**config.mk**
```make
export PLATFORM = sky130hd
export DESIGN_NAME = vga_sync_monitor_flat
export DESIGN_NICKNAME = d
export VERILOG_FILES = /design/src/rtl/vga_sync_monitor_pkg.sv /design/src/rtl/vga_sync_monitor_if.sv /design/src/rtl/vga_sync_monitor_sync_meter.sv /design/src/rtl/vga_sync_monitor.sv /design/src/flat_wrapper.sv
export SDC_FILE = /design/constraint.sdc
export NUM_CORES = 1
export LEC_CHECK = 0
export ABC_AREA = 1
export CAP_MARGIN = 20
export CORE_ASPECT_RATIO = 0.8
export CORE_MARGIN = 10
export CORE_UTILIZATION = 37
export CTS_BUF_LIST = sky130_fd_sc_hd__clkbuf_16
export DETAILED_ROUTE_END_ITERATION = 8
export PLACE_DENSITY = 0.58
export SYNTH_ARGS = -nofsm -noshare
export SYNTH_HDL_FRONTEND = slang
export SYNTH_SLANG_ARGS = --single-unit
```
**constraint.sdc**
```tcl
create_clock -name vga_clk -period 6.4 [get_ports vga_clk]
set_clock_uncertainty 0.2 [all_clocks]
set_input_delay 1.92 -clock vga_clk [delete_from_list [all_inputs] [get_ports vga_clk]]
set_output_delay 1.92 -clock vga_clk [all_outputs]
set_load 0.02 [all_outputs]
```
**src/rtl/vga_sync_monitor_pkg.sv**
```systemverilog
// Shared timing constants, counter widths and monitor state encoding for the
// VGA sync monitor. The defaults describe standard 640x480 at 60 Hz.
package vga_timing_pkg;

    localparam int unsigned H_ACTIVE_DEF    = 640;
    localparam int unsigned H_SYNC_DEF      = 96;
    localparam int unsigned H_BACK_DEF      = 48;
    localparam int unsigned H_TOTAL_DEF     = 800;
    localparam int unsigned V_ACTIVE_DEF    = 480;
    localparam int unsigned V_SYNC_DEF      = 2;
    localparam int unsigned V_BACK_DEF      = 33;
    localparam int unsigned V_TOTAL_DEF     = 525;
    localparam int unsigned LOCK_FRAMES_DEF = 2;

    localparam int unsigned H_CNT_W = 11;
    localparam int unsigned V_CNT_W = 10;
    localparam int unsigned COORD_W = 10;
    localparam int unsigned FRAME_W = 16;

    typedef enum logic [1:0] {
        SEARCH  = 2'd0,
        MEASURE = 2'd1,
        LOCKED  = 2'd2
    } mon_state_e;

    // True when lo <= cnt < lo + len.
    function automatic logic in_window(input logic [31:0] cnt,
                                       input int unsigned lo,
                                       input int unsigned len);
        return (cnt >= lo) && (cnt < lo + len);
    endfunction

endpackage

```
**src/rtl/vga_sync_monitor_if.sv**
```systemverilog
// Sync inputs, error-clear and reconstructed-timing outputs of the monitor.
// The source side (video generator / bench) is master, the monitor is slave.
interface vga_sync_monitor_if;
    import vga_timing_pkg::*;

    logic               h_sync;
    logic               v_sync;
    logic               clr_err;
    logic               locked;
    logic               rx_active;
    logic [COORD_W-1:0] rx_x;
    logic [COORD_W-1:0] rx_y;
    logic [FRAME_W-1:0] frame_count;
    logic               h_err;
    logic               v_err;

    modport master (
        output h_sync, v_sync, clr_err,
        input  locked, rx_active, rx_x, rx_y, frame_count, h_err, v_err
    );

    modport slave (
        input  h_sync, v_sync, clr_err,
        output locked, rx_active, rx_x, rx_y, frame_count, h_err, v_err
    );

endinterface

```
**src/rtl/vga_sync_monitor_sync_meter.sv**
```systemverilog
// Active-low sync pulse meter: edge detect, saturating position counter and
// period / low-width checks, all advancing only when i_en is high.
module sync_meter
    import vga_timing_pkg::*;
#(
    parameter int unsigned CNT_W  = H_CNT_W,
    parameter int unsigned PERIOD = H_TOTAL_DEF,
    parameter int unsigned WIDTH  = H_SYNC_DEF
) (
    input  logic             vga_clk,
    input  logic             rst,
    input  logic             i_sync,
    input  logic             i_en,
    output logic [CNT_W-1:0] o_cnt,
    output logic             o_fall,
    output logic             o_period_bad,
    output logic             o_width_bad
);

    localparam logic [CNT_W-1:0] CNT_MAX = '1;

    logic             r_sync_q;
    logic [CNT_W-1:0] r_cnt;
    logic             w_fall;
    logic             w_rise;
    logic [31:0]      w_len;

    // The sync register runs every clock; only the edge events are gated, so a
    // vertical edge counts only when it lines up with an hsync falling edge.
    assign w_fall = i_en & r_sync_q & ~i_sync;
    assign w_rise = i_en & ~r_sync_q & i_sync;
    assign w_len  = 32'(r_cnt) + 32'd1;

    always_ff @(posedge vga_clk or negedge rst) begin
        if (!rst) begin
            r_sync_q <= 1'b1;
            r_cnt    <= '0;
        end else begin
            r_sync_q <= i_sync;
            if (w_fall) begin
                r_cnt <= '0;
            end else if (i_en && (r_cnt != CNT_MAX)) begin
                r_cnt <= r_cnt + CNT_W'(1);
            end
        end
    end

    assign o_cnt        = r_cnt;
    assign o_fall       = w_fall;
    assign o_period_bad = w_fall & (w_len != PERIOD);
    assign o_width_bad  = w_rise & (w_len != WIDTH);

endmodule

```
**src/rtl/vga_sync_monitor.sv**
```systemverilog
// VGA sync monitor: measures hsync/vsync timing against the configured mode,
// locks after clean frames and reconstructs visible pixel coordinates.
//
// state   | meaning
// SEARCH  | waiting for a vsync falling edge to start measuring
// MEASURE | counting consecutive clean frames toward lock
// LOCKED  | timing matches; coordinates valid, frames counted, errors flagged
module vga_sync_monitor
    import vga_timing_pkg::*;
#(
    parameter int unsigned H_ACTIVE    = H_ACTIVE_DEF,
    parameter int unsigned H_SYNC      = H_SYNC_DEF,
    parameter int unsigned H_BACK      = H_BACK_DEF,
    parameter int unsigned H_TOTAL     = H_TOTAL_DEF,
    parameter int unsigned V_ACTIVE    = V_ACTIVE_DEF,
    parameter int unsigned V_SYNC      = V_SYNC_DEF,
    parameter int unsigned V_BACK      = V_BACK_DEF,
    parameter int unsigned V_TOTAL     = V_TOTAL_DEF,
    parameter int unsigned LOCK_FRAMES = LOCK_FRAMES_DEF
) (
    input  logic              vga_clk,
    input  logic              rst,
    vga_sync_monitor_if.slave bus
);

    localparam int unsigned GOOD_W = (LOCK_FRAMES < 2) ? 1 : $clog2(LOCK_FRAMES + 1);
    localparam int unsigned H_VIS0 = H_SYNC + H_BACK;
    localparam int unsigned V_VIS0 = V_SYNC + V_BACK;

    logic [H_CNT_W-1:0] w_h_cnt;
    logic [V_CNT_W-1:0] w_v_cnt;
    logic               w_h_fall;
    logic               w_v_fall;
    logic               w_h_period_bad;
    logic               w_h_width_bad;
    logic               w_v_period_bad;
    logic               w_v_width_bad;
    logic               w_h_bad;
    logic               w_v_bad;
    logic               w_bad;
    logic [31:0]        w_good_next;
    logic               w_rx_active;
    logic [COORD_W-1:0] w_rx_x;
    logic [COORD_W-1:0] w_rx_y;

    mon_state_e         r_state;
    logic [GOOD_W-1:0]  r_good_cnt;
    logic               r_locked;
    logic [FRAME_W-1:0] r_frame_count;
    logic               r_h_err;
    logic               r_v_err;

    sync_meter #(
        .CNT_W  (H_CNT_W),
        .PERIOD (H_TOTAL),
        .WIDTH  (H_SYNC)
    ) u_h_meter (
        .vga_clk      (vga_clk),
        .rst          (rst),
        .i_sync       (bus.h_sync),
        .i_en         (1'b1),
        .o_cnt        (w_h_cnt),
        .o_fall       (w_h_fall),
        .o_period_bad (w_h_period_bad),
        .o_width_bad  (w_h_width_bad)
    );

    // Vertical timing is measured in lines, so it steps on hsync falling edges.
    sync_meter #(
        .CNT_W  (V_CNT_W),
        .PERIOD (V_TOTAL),
        .WIDTH  (V_SYNC)
    ) u_v_meter (
        .vga_clk      (vga_clk),
        .rst          (rst),
        .i_sync       (bus.v_sync),
        .i_en         (w_h_fall),
        .o_cnt        (w_v_cnt),
        .o_fall       (w_v_fall),
        .o_period_bad (w_v_period_bad),
        .o_width_bad  (w_v_width_bad)
    );

    assign w_h_bad     = w_h_period_bad | w_h_width_bad;
    assign w_v_bad     = w_v_period_bad | w_v_width_bad;
    assign w_bad       = w_h_bad | w_v_bad;
    assign w_good_next = 32'(r_good_cnt) + 32'd1;

    // Clears are applied first so that a same-cycle set below takes priority.
    always_ff @(posedge vga_clk or negedge rst) begin
        if (!rst) begin
            r_state       <= SEARCH;
            r_good_cnt    <= '0;
            r_locked      <= 1'b0;
            r_frame_count <= '0;
            r_h_err       <= 1'b0;
            r_v_err       <= 1'b0;
        end else begin
            r_h_err <= r_h_err & ~bus.clr_err;
            r_v_err <= r_v_err & ~bus.clr_err;
            case (r_state)
                SEARCH: begin
                    if (w_v_fall) begin
                        r_state    <= MEASURE;
                        r_good_cnt <= '0;
                    end
                end
                MEASURE: begin
                    if (w_bad) begin
                        r_state <= SEARCH;
                    end else if (w_v_fall) begin
                        r_good_cnt <= r_good_cnt + GOOD_W'(1);
                        if (w_good_next >= LOCK_FRAMES) begin
                            r_state  <= LOCKED;
                            r_locked <= 1'b1;
                        end
                    end
                end
                LOCKED: begin
                    if (w_bad) begin
                        r_state  <= SEARCH;
                        r_locked <= 1'b0;
                        if (w_h_bad) r_h_err <= 1'b1;
                        if (w_v_bad) r_v_err <= 1'b1;
                    end else if (w_v_fall) begin
                        r_frame_count <= r_frame_count + FRAME_W'(1);
                    end
                end
                default: begin
                    r_state  <= SEARCH;
                    r_locked <= 1'b0;
                end
            endcase
        end
    end

    assign w_rx_active = r_locked
                       & in_window(32'(w_h_cnt), H_VIS0, H_ACTIVE)
                       & in_window(32'(w_v_cnt), V_VIS0, V_ACTIVE);
    assign w_rx_x      = w_h_cnt[COORD_W-1:0] - COORD_W'(H_VIS0);
    assign w_rx_y      = w_v_cnt[COORD_W-1:0] - COORD_W'(V_VIS0);

    assign bus.locked      = r_locked;
    assign bus.rx_active   = w_rx_active;
    assign bus.rx_x        = w_rx_active ? w_rx_x : '0;
    assign bus.rx_y        = w_rx_active ? w_rx_y : '0;
    assign bus.frame_count = r_frame_count;
    assign bus.h_err       = r_h_err;
    assign bus.v_err       = r_v_err;

endmodule
```
**src/flat_wrapper.sv**
```systemverilog
// flat-port wrapper written by rule: the top's interface ports become plain ports
module vga_sync_monitor_flat import vga_timing_pkg::*;
#(
    parameter int unsigned H_ACTIVE    = H_ACTIVE_DEF,
    parameter int unsigned H_SYNC      = H_SYNC_DEF,
    parameter int unsigned H_BACK      = H_BACK_DEF,
    parameter int unsigned H_TOTAL     = H_TOTAL_DEF,
    parameter int unsigned V_ACTIVE    = V_ACTIVE_DEF,
    parameter int unsigned V_SYNC      = V_SYNC_DEF,
    parameter int unsigned V_BACK      = V_BACK_DEF,
    parameter int unsigned V_TOTAL     = V_TOTAL_DEF,
    parameter int unsigned LOCK_FRAMES = LOCK_FRAMES_DEF
)
  (vga_clk, rst, bus_h_sync, bus_v_sync, bus_clr_err, bus_locked, bus_rx_active, bus_rx_x, bus_rx_y, bus_frame_count, bus_h_err, bus_v_err);
  vga_sync_monitor_if bus_i ();
  input  logic vga_clk;
  input  logic rst;
  input wire logic [$bits(bus_i.h_sync)-1:0] bus_h_sync;
  input wire logic [$bits(bus_i.v_sync)-1:0] bus_v_sync;
  input wire logic [$bits(bus_i.clr_err)-1:0] bus_clr_err;
  output wire logic [$bits(bus_i.locked)-1:0] bus_locked;
  output wire logic [$bits(bus_i.rx_active)-1:0] bus_rx_active;
  output wire logic [$bits(bus_i.rx_x)-1:0] bus_rx_x;
  output wire logic [$bits(bus_i.rx_y)-1:0] bus_rx_y;
  output wire logic [$bits(bus_i.frame_count)-1:0] bus_frame_count;
  output wire logic [$bits(bus_i.h_err)-1:0] bus_h_err;
  output wire logic [$bits(bus_i.v_err)-1:0] bus_v_err;
  assign bus_i.h_sync = bus_h_sync;
  assign bus_i.v_sync = bus_v_sync;
  assign bus_i.clr_err = bus_clr_err;
  assign bus_locked = bus_i.locked;
  assign bus_rx_active = bus_i.rx_active;
  assign bus_rx_x = bus_i.rx_x;
  assign bus_rx_y = bus_i.rx_y;
  assign bus_frame_count = bus_i.frame_count;
  assign bus_h_err = bus_i.h_err;
  assign bus_v_err = bus_i.v_err;
  vga_sync_monitor #(.H_ACTIVE(H_ACTIVE), .H_SYNC(H_SYNC), .H_BACK(H_BACK), .H_TOTAL(H_TOTAL), .V_ACTIVE(V_ACTIVE), .V_SYNC(V_SYNC), .V_BACK(V_BACK), .V_TOTAL(V_TOTAL), .LOCK_FRAMES(LOCK_FRAMES)) u_core (.vga_clk(vga_clk), .rst(rst), .bus(bus_i));
endmodule
```
# After elaboration in Yosys (flattened, before gate mapping)
# Cells that the tools add are included.
dict set report word_totals {
  regBits 46
  input_bits 5
  wordCells 101
}
dict set report classes {
  addsub 9
  magnitude_cmp 5
  n_eq_ne 15
  muxes 27
  bitwise_logic 24
  n_reduce_logical 11
}
# operator count
set op_table {}
lappend op_table {{$mux W10} 4}
lappend op_table {{$ge A32 B2 Y1 const B} 1}
lappend op_table {{$mux W11} 2}
lappend op_table {{$add A16 B1 Y16 const B} 1}
lappend op_table {{$mux W2} 8}
lappend op_table {{$and A1 B1 Y1} 14}
lappend op_table {{$add A11 B1 Y12 const B} 1}
lappend op_table {{$ne A12 B10 Y1 const B} 1}
lappend op_table {{$ne A12 B7 Y1 const B} 1}
lappend op_table {{$add A10 B1 Y11 const B} 1}
lappend op_table {{$add A11 B1 Y11 const B} 1}
lappend op_table {{$ge A11 B8 Y1 const B} 1}
lappend op_table {{$lt A11 B10 Y1 const B} 1}
lappend op_table {{$ne A11 B10 Y1 const B} 1}
lappend op_table {{$ne A11 B11 Y1 const B} 1}
lappend op_table {{$ne A11 B2 Y1 const B} 1}
lappend op_table {{$add A10 B1 Y10 const B} 1}
lappend op_table {{$ge A10 B6 Y1 const B} 1}
lappend op_table {{$lt A10 B10 Y1 const B} 1}
lappend op_table {{$mux W1} 10}
lappend op_table {{$ne A10 B10 Y1 const B} 1}
lappend op_table {{$sub A10 B6 Y10 const B} 1}
lappend op_table {{$sub A10 B8 Y10 const B} 1}
lappend op_table {{$reduce_and A4 Y1} 2}
lappend op_table {{other kinds (18)} 33}

# Depth between registers and ports, before layout
dict set report depth {
  depth_word 9
  ltp_mapped 17
  mapped_depth_nobuf 16
}

# By module
# Synthesis repeated with hierarchy kept, for this count alone.
dict set report unflattened {
  hier_cells 497
  hier_area_um2 3448.3
}
# mod n_inst cells_each area_each_um2
set modules_own_cells {}
lappend modules_own_cells {vga_sync_monitor 1 250 1710.4}
lappend modules_own_cells {{sync_meter (u_core.u_h_meter)} 1 128 872.1}
lappend modules_own_cells {{sync_meter (u_core.u_v_meter)} 1 119 865.8}

# Worst setup path after synthesis
# No wires, ideal clock.
dict set report synth_path {
  path_type {register -> output}
  startpoint {reg u_core.u_v_meter.r_cnt[0] (netlist: u_core.u_v_meter.o_cnt[0])}
  endpoint {out bus_rx_x[7]}
  arrival_time_ns 1.906
  t_required_ns 4.280
  setup_slack_ns 2.374
  stages_incl_launch_ff 13
  path_buffers 1
  path_cell_list {dfrtp_1 > ha_1 > nor2_1 > inv_1 > nor2_1 > nor2_1 > inv_1 > nand3_1 > inv_1 > nor2_1 > nand2_1 > clkbuf_1 > nor3_1}
}
dict set report synth_between {
  elab_chain_cells 4
}
# element line_no
set synth_lines {}
lappend synth_lines {{from (decl)} vga_sync_monitor_sync_meter.sv:23} ;# logic [CNT_W-1:0] r_cnt;
lappend synth_lines {{from (signal assigned)} vga_sync_monitor_sync_meter.sv:43} ;# r_cnt <= r_cnt + CNT_W'(1);
lappend synth_lines {{$ge A10 B6 Y1 or $lt A10 B10 Y1 (tied branches)} vga_sync_monitor_pkg.sv:30} ;# return (cnt >= lo) && (cnt < lo + len);
lappend synth_lines {{$logic_and A1 B1 Y1 *} vga_sync_monitor_pkg.sv:30}
lappend synth_lines {{$and A1 B1 Y1 *} vga_sync_monitor.sv:139} ;# & in_window(32'(w_v_cnt), V_VIS0, V_ACTIVE);
lappend synth_lines {{$mux W10 *} vga_sync_monitor.sv:145} ;# assign bus.rx_x = w_rx_active ? w_rx_x : '0;
lappend synth_lines {{to (decl)} flat_wrapper.sv:23} ;# output wire logic [$bits(bus_i.rx_x)-1:0] bus_rx_x;
# Mark *: on every way between the ends. The rest lies on a longest branch, timed or not.

# Worst setup path after layout
dict set report layout_path {
  startpoint {reg u_core.u_v_meter.r_cnt[0] (netlist: u_core.u_v_meter.o_cnt[0])}
  endpoint {out bus_rx_y[5]}
}
dict set report layout_between {
  elab_chain_cells 4
}
# element line_no
set layout_lines {}
lappend layout_lines {{$ge A10 B6 Y1 or $lt A10 B10 Y1 (tied branches)} vga_sync_monitor_pkg.sv:30}
lappend layout_lines {{$logic_and A1 B1 Y1} vga_sync_monitor_pkg.sv:30}
lappend layout_lines {{$and A1 B1 Y1} vga_sync_monitor.sv:139}
lappend layout_lines {{$mux W10 *} vga_sync_monitor.sv:146} ;# assign bus.rx_y = w_rx_active ? w_rx_y : '0;
lappend layout_lines {{to (decl)} flat_wrapper.sv:24} ;# output wire logic [$bits(bus_i.rx_y)-1:0] bus_rx_y;
# Marks and branches as above.

==> key figures <==
Status
  • Outcome: finished clean

Cells and area
  • Layout fillers: 872
  • Ant diodes: 0
  • Fin area: 0.00384 mm2
  • Fin cells: 603
  • Layout Nets: 504
  • Share of cells above drive strength 1: 0.0692
  • Layout Area Growth over Synthesis: 22.0%

Logic synthesis
  • Netlist cell types: 37
  • Post-synthesis register bit count: 46
  • Post-synthesis compound-gate area fraction: 0.0679
  • Mapped Nets: 462
  • Synth Area in XOR/XNOR: 0.0612
  • Multiplexer share of the synthesized area: 0
  • Post-synthesis sequential area ratio: 0.366
  • Largest area contributor in the netlist: dfrtp_1
  • Mapped cell area: 0.00315 mm2
  • Synth Area per Inst: 7.03 um2
  • Post-Synth Simple-Gate Area: 0.384
  • Synth Area in Adders: 0.0357
  • Cells after synthesis: 448
  • Area share of the largest cell type after synthesis: 0.349
  • Largest family of logic cells by synthesized area: simple AND/OR/NAND/NOR gates
  • Synthesis warning total: 0
  • Main area contributors after synthesis: dfrtp_1 (35%), nand2_1 (16%), nor2_1 (6.3%), inv_1 (6.0%), nand3_1 (4.8%)

Global route
  • Gr usage total: 0.134
  • Initial antenna violation count: 0
  • Vias in the first global route: 2,845
  • Largest net degree at the start of global routing: 47
  • Grt total ovfl: 0
  • First-pass GRT wire length: 14,000 um

Placement
  • Pre-CTS setup slack: 1510 ps
  • DP HPWL: 6270 um
  • PortBufs: 44
  • Placement-stage cell area: 0.00368 mm2
  • DP Cell Count: 595
  • Placer Congestion: 0.892

Clocking
  • Post_cts resized: 0
  • CTS H-Tree Depth: 2
  • TritonCTS Buffers: 5
  • Hold_buf cts: 0
  • Root Buffer Master: clkbuf_16
  • Clk sink count: 46
  • Max clock buf depth: 2
  • CTS tree: built
  • Reg clk slew, reported paths: 60 ps
  • Post-CTS Setup Bufs: 0
  • Clock Latency Late Sink: 280 ps

Routing
  • Routed len/inst: 13.7 um
  • First-pass DRT Iterations: 4
  • DR iter-0 viols: 186
  • Vias: 2,951
  • WL final: 8290 um
  • Post-route ant nets: 0
  • DR vias/cell: 4.89
  • Residual DRC: 0

Die
  • Die height: 103 um
  • Placeable Area: 0.00841 mm2
  • Starting Density: 0.375
  • Die W: 123 um
  • Ports: 45
  • Rows: 30
  • Die ar.: 0.0126 mm2

Timing
  • Worst setup margin: 1260 ps
  • Final Hold Vio Count: 0
  • Max Fclk: 195 MHz
  • Tmin final: 5140 ps
  • Slew margin rel.: 0.495
  • Final Setup Violations: 0
  • Period utilization: 0.803
  • Setup_tns: 0 ps
  • Least-Margin Pin Slew: 757 ps
  • Pins Over Slew Limit: 0
  • RSZ-0062 raised after global routing: no

Critical path
  • Crit path kind: reg2out
  • Startpoint types: flop
  • R2R Setup Slk: 3700 ps
  • Crit path max fanout: 21
  • Crit. End Element: output pin
  • WP data arrival: 3020 ps
  • Req. time, crit path: 4280 ps

Power and ir drop
  • Pwr Total: 0.000811 W
  • Leak: 1.78 nW
  • Peak VDD IR: 0.104 mV
  • PD cells: 211 mW/mm2

Worst hold path
  • Hold Path Class: reg2reg

Job
  • Max-cap violations: 0
-- worst paths after layout --
kind	endpoint	start	cells after the start
setup / recovery	bus_rx_y[5]	u_core.u_v_meter.o_cnt[0]	9
hold / removal	u_core.r_good_cnt[0]	u_core.r_good_cnt[0]	2
setup reg to reg	u_core.bus.frame_count[13]	u_core.u_h_meter.r_sync_q	12
hold reg to reg	u_core.r_good_cnt[0]	u_core.r_good_cnt[0]	2
max in group asynchronous	u_core.u_v_meter.o_cnt[2]	rst	2
min in group asynchronous	u_core.u_h_meter.o_cnt[0]	rst	2
-- critical path, stage by stage, from the launching register on --
cell and delay (ps):
dfrtp_1 460, ha_1 270, nor2_1 190, inv_1 70, nor2_1 190, a31oi_1 120, inv_1 70, nand2_1 400
nor3b_1 320, clkdlybuf4s50_1 640
-- through the flow --
| step | hold WS, ps | utilization |
|---|---|---|
| 4_1_cts | 275 | 0.457 |
| 3_3_place_gp | 256 | 0.438 |
| 2_1_floorplan | 242 | - |
| 6_report | 278 | 0.457 |
| 5_1_grt | 320 | 0.457 |
| 3_5_place_dp | 259 | 0.438 |
-- synthesized netlist by cell type (all sizes together) --
cell,instances
nor3b,2
buf,3
o211ai,1
or2,3
nor3,7
inv,54
a31oi,2
nand2,140
nand3,33
clkbuf,7
clkinv,2
xor2,15
o2111ai,1
o32ai,1
xnor2,7
nor4b,1
nor2,59
dfstp,2
ha,9
dfrtp,44
o22ai,8
o21ai,16
nand4,19
and2,1
nor4,2
nand3b,2
a21oi,7
-- metal layers --
metal / up-vias / routed length (um) / share of wire / global-route usage
met5: - / 0 / 0 / 0
met4: 0 / 107 / 0.013 / 0.0393
met3: 6 / 394 / 0.048 / 0.0312
met2: 38 / 3560 / 0.43 / 0.202
met1: 1378 / 4230 / 0.51 / 0.188
li1: 1529 / - / - / -
-- layout by cell type (no fill, tap or decap), types with 3 or more instances in the layout --
cell type,n
or2_2,3
inv_2,4
nand4_1,19
nand2_1,134
o21ai_0,13
o21ai_1,3
a21oi_1,6
clkdlybuf4s50_1,43
nor2_4,3
nand2_2,6
nor3_1,7
nor2_2,3
ha_1,9
nor2_1,53
xor2_1,15
inv_1,52
o22ai_1,8
clkbuf_16,5
dfrtp_1,44
nand3_1,30
xnor2_1,7
-- kinds of logic (layout without fill, tap and decap cells) --
family / after synthesis / after routing
simple gates: 269 / 269
buf+inv: 66 / 109
flops: 46 / 46
compound gates: 36 / 36
xor+xnor: 22 / 22
fa+ha+maj: 9 / 9
-- final cells by class --
class / instances / area, um2 / share of cell area
sequential: 46 / 1150 / 0.300
tap: 112 / 140 / 0.0365
inverter: 56 / 215 / 0.0560
clock buffer: 5 / 125 / 0.0326
multi-input combinational: 336 / 1730 / 0.450
timing repair buffer: 45 / 443 / 0.115
clock inverter: 3 / 37.5 / 0.00977
-- state kept, by name (all words and copies together) (netlist names) --
name	flops
u_core.bus.v_err	1
u_core.bus.h_err	1
u_core.r_state	2
u_core.u_h_meter.r_sync_q	1
u_core.u_v_meter.r_sync_q	1
u_core.bus.frame_count	16
u_core.bus.locked	1
u_core.r_good_cnt	2
u_core.u_v_meter.o_cnt	10
u_core.u_h_meter.o_cnt	11
-- power by group --
part | internal (W) | switching (W)
sequential | 0.000315 | 0.0000385
clock | 0.000182 | 0.000108
combinational | 0.0000592 | 0.000108
total | 0.000556 | 0.000255
Note: power is estimated with default switching activity, not from simulation.
